**src/rtl/shmcp_instr_sequencer.sv**
```systemverilog
// Instruction sequencer for the SHMCP 4-bit core.
// Buffers host instructions in a FIFO and issues them one at a time: a one-cycle load
// strobe followed by EXEC_CYCLES cycles of cpu_state high. HALT_OPC is consumed here and
// parks the sequencer until run is dropped.
module shmcp_instr_sequencer #(
    parameter int unsigned   DEPTH       = 8,
    parameter int unsigned   IW          = 8,
    parameter int unsigned   EXEC_CYCLES = 4,
    parameter logic [IW-1:0] HALT_OPC    = 8'hFF
) (
    input  logic                   clk,
    input  logic                   rst,
    input  logic                   run,
    input  logic                   host_valid,
    input  logic [IW-1:0]          host_instr,
    output logic                   host_ready,
    output logic                   cpu_load,
    output logic [IW-1:0]          cpu_instr,
    output logic                   cpu_state,
    output logic                   busy,
    output logic                   halted,
    output logic [$clog2(DEPTH):0] level
);

    localparam int unsigned AW = $clog2(DEPTH);
    localparam int unsigned CW = (EXEC_CYCLES > 1) ? $clog2(EXEC_CYCLES) : 1;
    localparam logic [AW:0]   FullLevel = (AW+1)'(DEPTH);
    localparam logic [CW-1:0] ExecLast  = CW'(EXEC_CYCLES - 1);

    typedef enum logic [1:0] {
        StIdle,
        StLoad,
        StExec,
        StHalt
    } state_e;

    state_e          state_q;
    logic [CW-1:0]   cnt_q;
    logic            cpu_load_q;
    logic [IW-1:0]   cpu_instr_q;
    logic            cpu_state_q;
    logic            busy_q;
    logic            halted_q;

    logic [IW-1:0]   mem [DEPTH];
    logic [AW-1:0]   wr_ptr_q;
    logic [AW-1:0]   rd_ptr_q;
    logic [AW:0]     level_q;

    logic            push;
    logic            pop;
    logic [IW-1:0]   head;
    logic            head_is_halt;
    logic            can_start;

    // FIFO handshake and head decode
    always_comb begin
        host_ready   = (level_q != FullLevel);
        push         = host_valid && host_ready;
        pop          = (state_q == StLoad);
        head         = mem[rd_ptr_q];
        head_is_halt = (head == HALT_OPC);
        can_start    = run && (level_q != '0);
    end

    // Storage array; stale contents are harmless because the pointers gate visibility
    always_ff @(posedge clk) begin
        if (push) begin
            mem[wr_ptr_q] <= host_instr;
        end
    end

    // FIFO pointers and occupancy; pointers wrap naturally since DEPTH is a power of two
    always_ff @(posedge clk) begin
        if (!rst) begin
            wr_ptr_q <= '0;
            rd_ptr_q <= '0;
            level_q  <= '0;
        end else begin
            if (push) begin
                wr_ptr_q <= wr_ptr_q + 1'b1;
            end
            if (pop) begin
                rd_ptr_q <= rd_ptr_q + 1'b1;
            end
            if (push && !pop) begin
                level_q <= level_q + 1'b1;
            end else if (pop && !push) begin
                level_q <= level_q - 1'b1;
            end
        end
    end

    // Issue FSM with registered outputs; the head is stable from LOAD entry until its pop
    always_ff @(posedge clk) begin
        if (!rst) begin
            state_q     <= StIdle;
            cnt_q       <= '0;
            cpu_load_q  <= 1'b0;
            cpu_instr_q <= '0;
            cpu_state_q <= 1'b0;
            busy_q      <= 1'b0;
            halted_q    <= 1'b0;
        end else begin
            case (state_q)
                StIdle: begin
                    if (can_start) begin
                        state_q    <= StLoad;
                        busy_q     <= 1'b1;
                        cpu_load_q <= !head_is_halt;
                        if (!head_is_halt) begin
                            cpu_instr_q <= head;
                        end
                    end
                end
                StLoad: begin
                    cpu_load_q <= 1'b0;
                    if (head_is_halt) begin
                        state_q  <= StHalt;
                        busy_q   <= 1'b0;
                        halted_q <= 1'b1;
                    end else begin
                        state_q     <= StExec;
                        cnt_q       <= ExecLast;
                        cpu_state_q <= 1'b1;
                    end
                end
                StExec: begin
                    if (cnt_q == '0) begin
                        cpu_state_q <= 1'b0;
                        if (can_start) begin
                            // Back-to-back issue without an idle cycle
                            state_q    <= StLoad;
                            cpu_load_q <= !head_is_halt;
                            if (!head_is_halt) begin
                                cpu_instr_q <= head;
                            end
                        end else begin
                            state_q <= StIdle;
                            busy_q  <= 1'b0;
                        end
                    end else begin
                        cnt_q <= cnt_q - 1'b1;
                    end
                end
                StHalt: begin
                    if (!run) begin
                        state_q  <= StIdle;
                        halted_q <= 1'b0;
                    end
                end
                default: begin
                    state_q <= StIdle;
                end
            endcase
        end
    end

    assign cpu_load  = cpu_load_q;
    assign cpu_instr = cpu_instr_q;
    assign cpu_state = cpu_state_q;
    assign busy      = busy_q;
    assign halted    = halted_q;
    assign level     = level_q;

endmodule

```
**config.mk**
```make
export PLATFORM = sky130hd
export DESIGN_NAME = shmcp_instr_sequencer
export DESIGN_NICKNAME = d
export VERILOG_FILES = /design/src/rtl/shmcp_instr_sequencer.sv
export SDC_FILE = /design/constraint.sdc
export NUM_CORES = 1
export LEC_CHECK = 0
export ABC_AREA = 1
export CORE_MARGIN = 1.5
export CORE_UTILIZATION = 40
export DETAILED_ROUTE_END_ITERATION = 6
export SYNTH_ARGS = -nofsm -noshare
export SYNTH_HDL_FRONTEND = slang
export SYNTH_SLANG_ARGS = --single-unit
```
**constraint.sdc**
```tcl
create_clock -name clk -period 2.6 [get_ports clk]
set_clock_uncertainty 0.05 [all_clocks]
set_input_delay 0.39 -clock clk [delete_from_list [all_inputs] [get_ports clk]]
set_output_delay 0.39 -clock clk [all_outputs]
set_load 0.01 [all_outputs]
```
Word-level counts from Yosys, hierarchy flattened
Memories as Yosys holds them, arrays and structs flattened. A register that Yosys moved wholly into a read port is not among the register bits.
Cells that the tools add are included.

word-level totals
  register bits = 26
  RAM bits = 64
  input port bits = 12
  output and inout port bits = 17
  word-level logic and storage cells = 83
  memories kept = 1

memories
  name  words  width  rd ports  clocked after memory_dff  write ports  RTL line  RTL
  mem   8      8      1         1                         1            45        logic [IW-1:0] mem [DEPTH];

operators by class
  add/sub/neg operators = 5
  equal/unequal tests = 12
  multiplexer cells = 33
  reductions and logical operators = 22

operators by type and width
  cell                 count
  $mux 8               3
  $pmux 8 s2           1
  $mux 1               14
  $ne 2x2->1 const B   6
  $reduce_and 3->1     4
  $mux 2               5
  $eq 8x8->1 const B   1
  $mux 4               2
  $pmux 2 s4           1
  $reduce_bool 2->1    4
  $add 3x1->3 const B  2
  $mux 3               2
  $pmux 1 s3           2
  $reduce_and 5->1     1
  $add 4x1->4 const B  1
  $eq 2x2->1 const B   2
  $logic_and 1x1->1    4
  $logic_not 2->1      2
  $ne 4x4->1 const B   1
  $pmux 1 s2           2
  $pmux 2 s2           1
  $reduce_and 2->1     2
  $reduce_bool 4->1    1
  $sub 4x1->4 const B  1
  5 further kinds      7

Logic depth before layout (Yosys ltp)
  depth after elaboration = 6
  mapped depth = 15

Worst setup path after synthesis
OpenSTA, ideal clock, no wires.

  path kind = flip-flop to flip-flop
  from = register state_q[1]
  to = register level_q[3], in the netlist level[3]
  setup time = 0.119 ns
  arrival = 2.299 ns
  data required time = 2.431 ns
  path slack = 0.131 ns
  stages on the path, launching flop included = 15
  path buffers = 1
  clock period less this slack = 2.469 ns
  cell sequence = dfxtp_1 > inv_1 > ha_1 > clkbuf_1 > inv_1 > ha_1 > inv_1 > ha_1 > and3_1 > a211oi_1 > nor2_1 > nor2_1 > nand2_1 > o21ai_0 > a21oi_1

on the way
  longest elaborated chain between the ends = 4
  elaborated cells on any way between the ends = 6
  classes of those cells = eq/ne: 1; mux: 1; reduce/logical: 4

RTL lines
  element                                             RTL line  RTL
  from (decl)                                         37        state_e state_q;
  from (signal assigned)                              97        state_q <= StIdle;
  from (signal assigned)                              108       state_q <= StLoad;
  from (signal assigned)                              119       state_q <= StHalt;
  $eq 2x1->1 *                                        60        pop = (state_q == StLoad);
  $logic_not 1->1                                     86        if (push && !pop) begin
  $logic_and 1x1->1                                   86
  $mux 4 / $reduce_bool 2->1 (equally long branches)  n/a
  to (signal assigned)                                87        level_q <= level_q + 1'b1;
  to (signal assigned)                                89        level_q <= level_q - 1'b1;
  to (decl)                                           48        logic [AW:0] level_q;

Mark *: on every way between the ends. The rest lies on a longest branch, timed or not.
A chain may end at the register's enable or synchronous reset.

Final worst setup path
Ends and elaborated chain as after synthesis.

==> run summary <==
Final Critical Period - 2.37 ns
Final Hold Viols - 0
First-pass GRT wire length - 14100 um
Setup crit end kind - register
Peak supply drop - 0.000535 V
Layout fillers - 980
Largest net degree at the start of global routing - 29
Overall die width - 105 um
Pwr dens - 980 nW/um2
Clk buf depth - 2
Syn Nets - 489
Die area - 11100 um2
Initial antenna violation count - 0
Final Core Density - 47.5%
Overall power - 4.78 mW
Net count, final - 531
Drt initial violations - 160
Leakage power - 2.11 nW
Drt drc - 0
Required time of the critical path - 2.81 ns
Ports - 29
Num CTS Buffers - 9
Port Buf Inserts - 28
MaxCap Viol Count - 0
CTS tree - yes
Commonest non-fill, non-tap cell in the layout - nand2_1
Commonest cells after routing, fill and taps aside - nand2_1 (143), inv_1 (67), edfxtp_1 (64), nor2_1 (47), nand3_1 (29)
Core area - 10300 um2
Startpoint Class - register
Post-DP HPWL - 5600 um
H-tree Lvls - 3
Post-CTS setup buffers - 0
Library cells used by synthesis - 28
Tightest Pin Transition - 0.393 ns
CTS root buf - clkbuf_8
Vias - 3015
Post-route ant nets - 0
Hold path depth - 2
Clock Latency Late Sink - 0.36 ns
Worst slew margin - 73.6%
Share of layout cells above drive strength 1 - 8.41%
Die height - 105 um
Routed WL - 8540 um
FF-to-FF path depth - 13
Mapped Area - 4200 um2
Fmax achieved - 0.423 GHz
Status - completed
GRT Total Usage - 16.4%
Fin. max-slew vios - 0
Area delta synth->final - 16.2%
Crit path max fanout - 5
Worst min-delay path class - register to register
RSZ-0062 raised after global routing - no
Post-DR wirelength/cell - 13.2 um
Reg clk slew, reported paths - 0.09 ns
Initial Utilization - 40.9%
GR Overflow Total - 0
Seq/Total Area, Yosys - 59.6%
Synth warn - 0
Syn avg cell area - 9.06 um2
Via/cell ratio - 4.66
Final setup violation count - 0
Pre-Repair DR Iteration Count - 6
Setup Total Neg Slack - 0 ns
Number of global-route vias before repair - 2891
WP data arrival - 2.57 ns
Cells after DPL - 631
Synth Register Bits - 93
Non-filler cells, final - 647
Row cnt - 37
Antenna cells - 0
Clk sink count - 93
Cells after synthesis - 464
Fin crit share - 91.0%
Hold_ws - 0.418 ns
Worst Path Class, Setup - register to register
Placer Congestion - 0.837
## report_power, final
part	switching [mW]	leakage, nW	internal (mW)
sequential	0.134	0.820	1.81
clock	0.511	0.0895	0.446
combinational	1.15	1.20	0.735
## layout make-up
cell class                      count  area, um2  area share, %
Clock buffer                        9        124           2.54
Sequential cell                    93       2500           51.3
Inverter                           72        275           5.64
Timing Repair Buffer               44        400           8.20
Multi-Input combinational cell    286       1340           27.3
Tap cell                          136        170           3.49
Clock inverter                      7       73.8           1.51
## flip-flops by register name (all words and copies together) (netlist names), named ones only
register,flops
mem,64
cpu_instr,8
level,4
rd_ptr_q,3
wr_ptr_q,3
cnt_q,2
state_q,2
busy,1
cpu_load,1
cpu_state,1
halted,1
## metal layers
metal / up-vias / wire [um] / global-route usage (%)
li1: 1556 / - / -
met1: 1398 / 4110 / 21.4
met2: 49 / 4070 / 27.6
met3: 12 / 231 / 2.54
met4: 0 / 137 / 6.08
met5: - / 0 / 0
## worst max-delay path, stage by stage, from the launching register on
cell	delay, ns
dfxtp_2	0.37
inv_1	0.12
ha_1	0.23
inv_2	0.10
ha_2	0.20
inv_1	0.09
ha_1	0.33
and3_1	0.20
a211oi_2	0.18
nor2_1	0.07
nor2_1	0.08
nand2_1	0.06
o21ai_0	0.14
a21oi_1	0.05
## kinds of logic after synthesis
logic type / share of synthesized area [%]
AO/OA/AOI/OAI: 5.03
XOR/XNOR: 0.417
adder cells (fa/ha/maj): 4.05
buffers and inverters: 8.84
flip-flops: 59.6
AND/OR/NAND/NOR: 22.1
## per-stage QoR
stage | setup WS (ns) | cell area (um2)
2_1_floorplan | 0.131 | 4200
3_3_place_gp | 0.0438 | 4680
3_5_place_dp | -0.0288 | 4680
4_1_cts | 0.0519 | 4870
5_1_grt | 0.0432 | 4880
6_report | 0.234 | 4880
## cell usage after synthesis, drive strengths merged
library cell / number / area share [%]
xnor2: 1 / 0.21
nor2: 49 / 4.5
nand4: 2 / 0.30
a21oi: 18 / 2.1
clkinv: 1 / 0.089
ha: 12 / 3.6
dfxtp: 29 / 14
edfxtp: 64 / 46
a211oi: 2 / 0.36
and3: 1 / 0.15
buf: 10 / 2.0
fa: 1 / 0.48
o22ai: 1 / 0.15
nor3: 3 / 0.36
xor2: 1 / 0.21
nand2: 146 / 13
o21ai: 20 / 2.4
clkbuf: 3 / 0.27
nand3: 29 / 3.5
inv: 71 / 6.5
## timing repair
action,CTS,global route
resized for setup,0,4
endpoints found under the setup margin,0,1
hold buffers,0,0
## path summary, 6_finish.rpt
kind / endpoint / slack [ns] / startpoint
worst max-delay path: level[3]$_SDFFE_PN0P_ / 0.23 / state_q[1]$_SDFFE_PN0P_
worst min-delay path: cpu_state$_SDFFE_PN0P_ / 0.42 / cpu_state$_SDFFE_PN0P_
worst max register to register: level[3]$_SDFFE_PN0P_ / 0.23 / state_q[1]$_SDFFE_PN0P_
worst min register to register: cpu_state$_SDFFE_PN0P_ / 0.42 / cpu_state$_SDFFE_PN0P_
No activity file was read; power rests on OpenSTA's default activity.
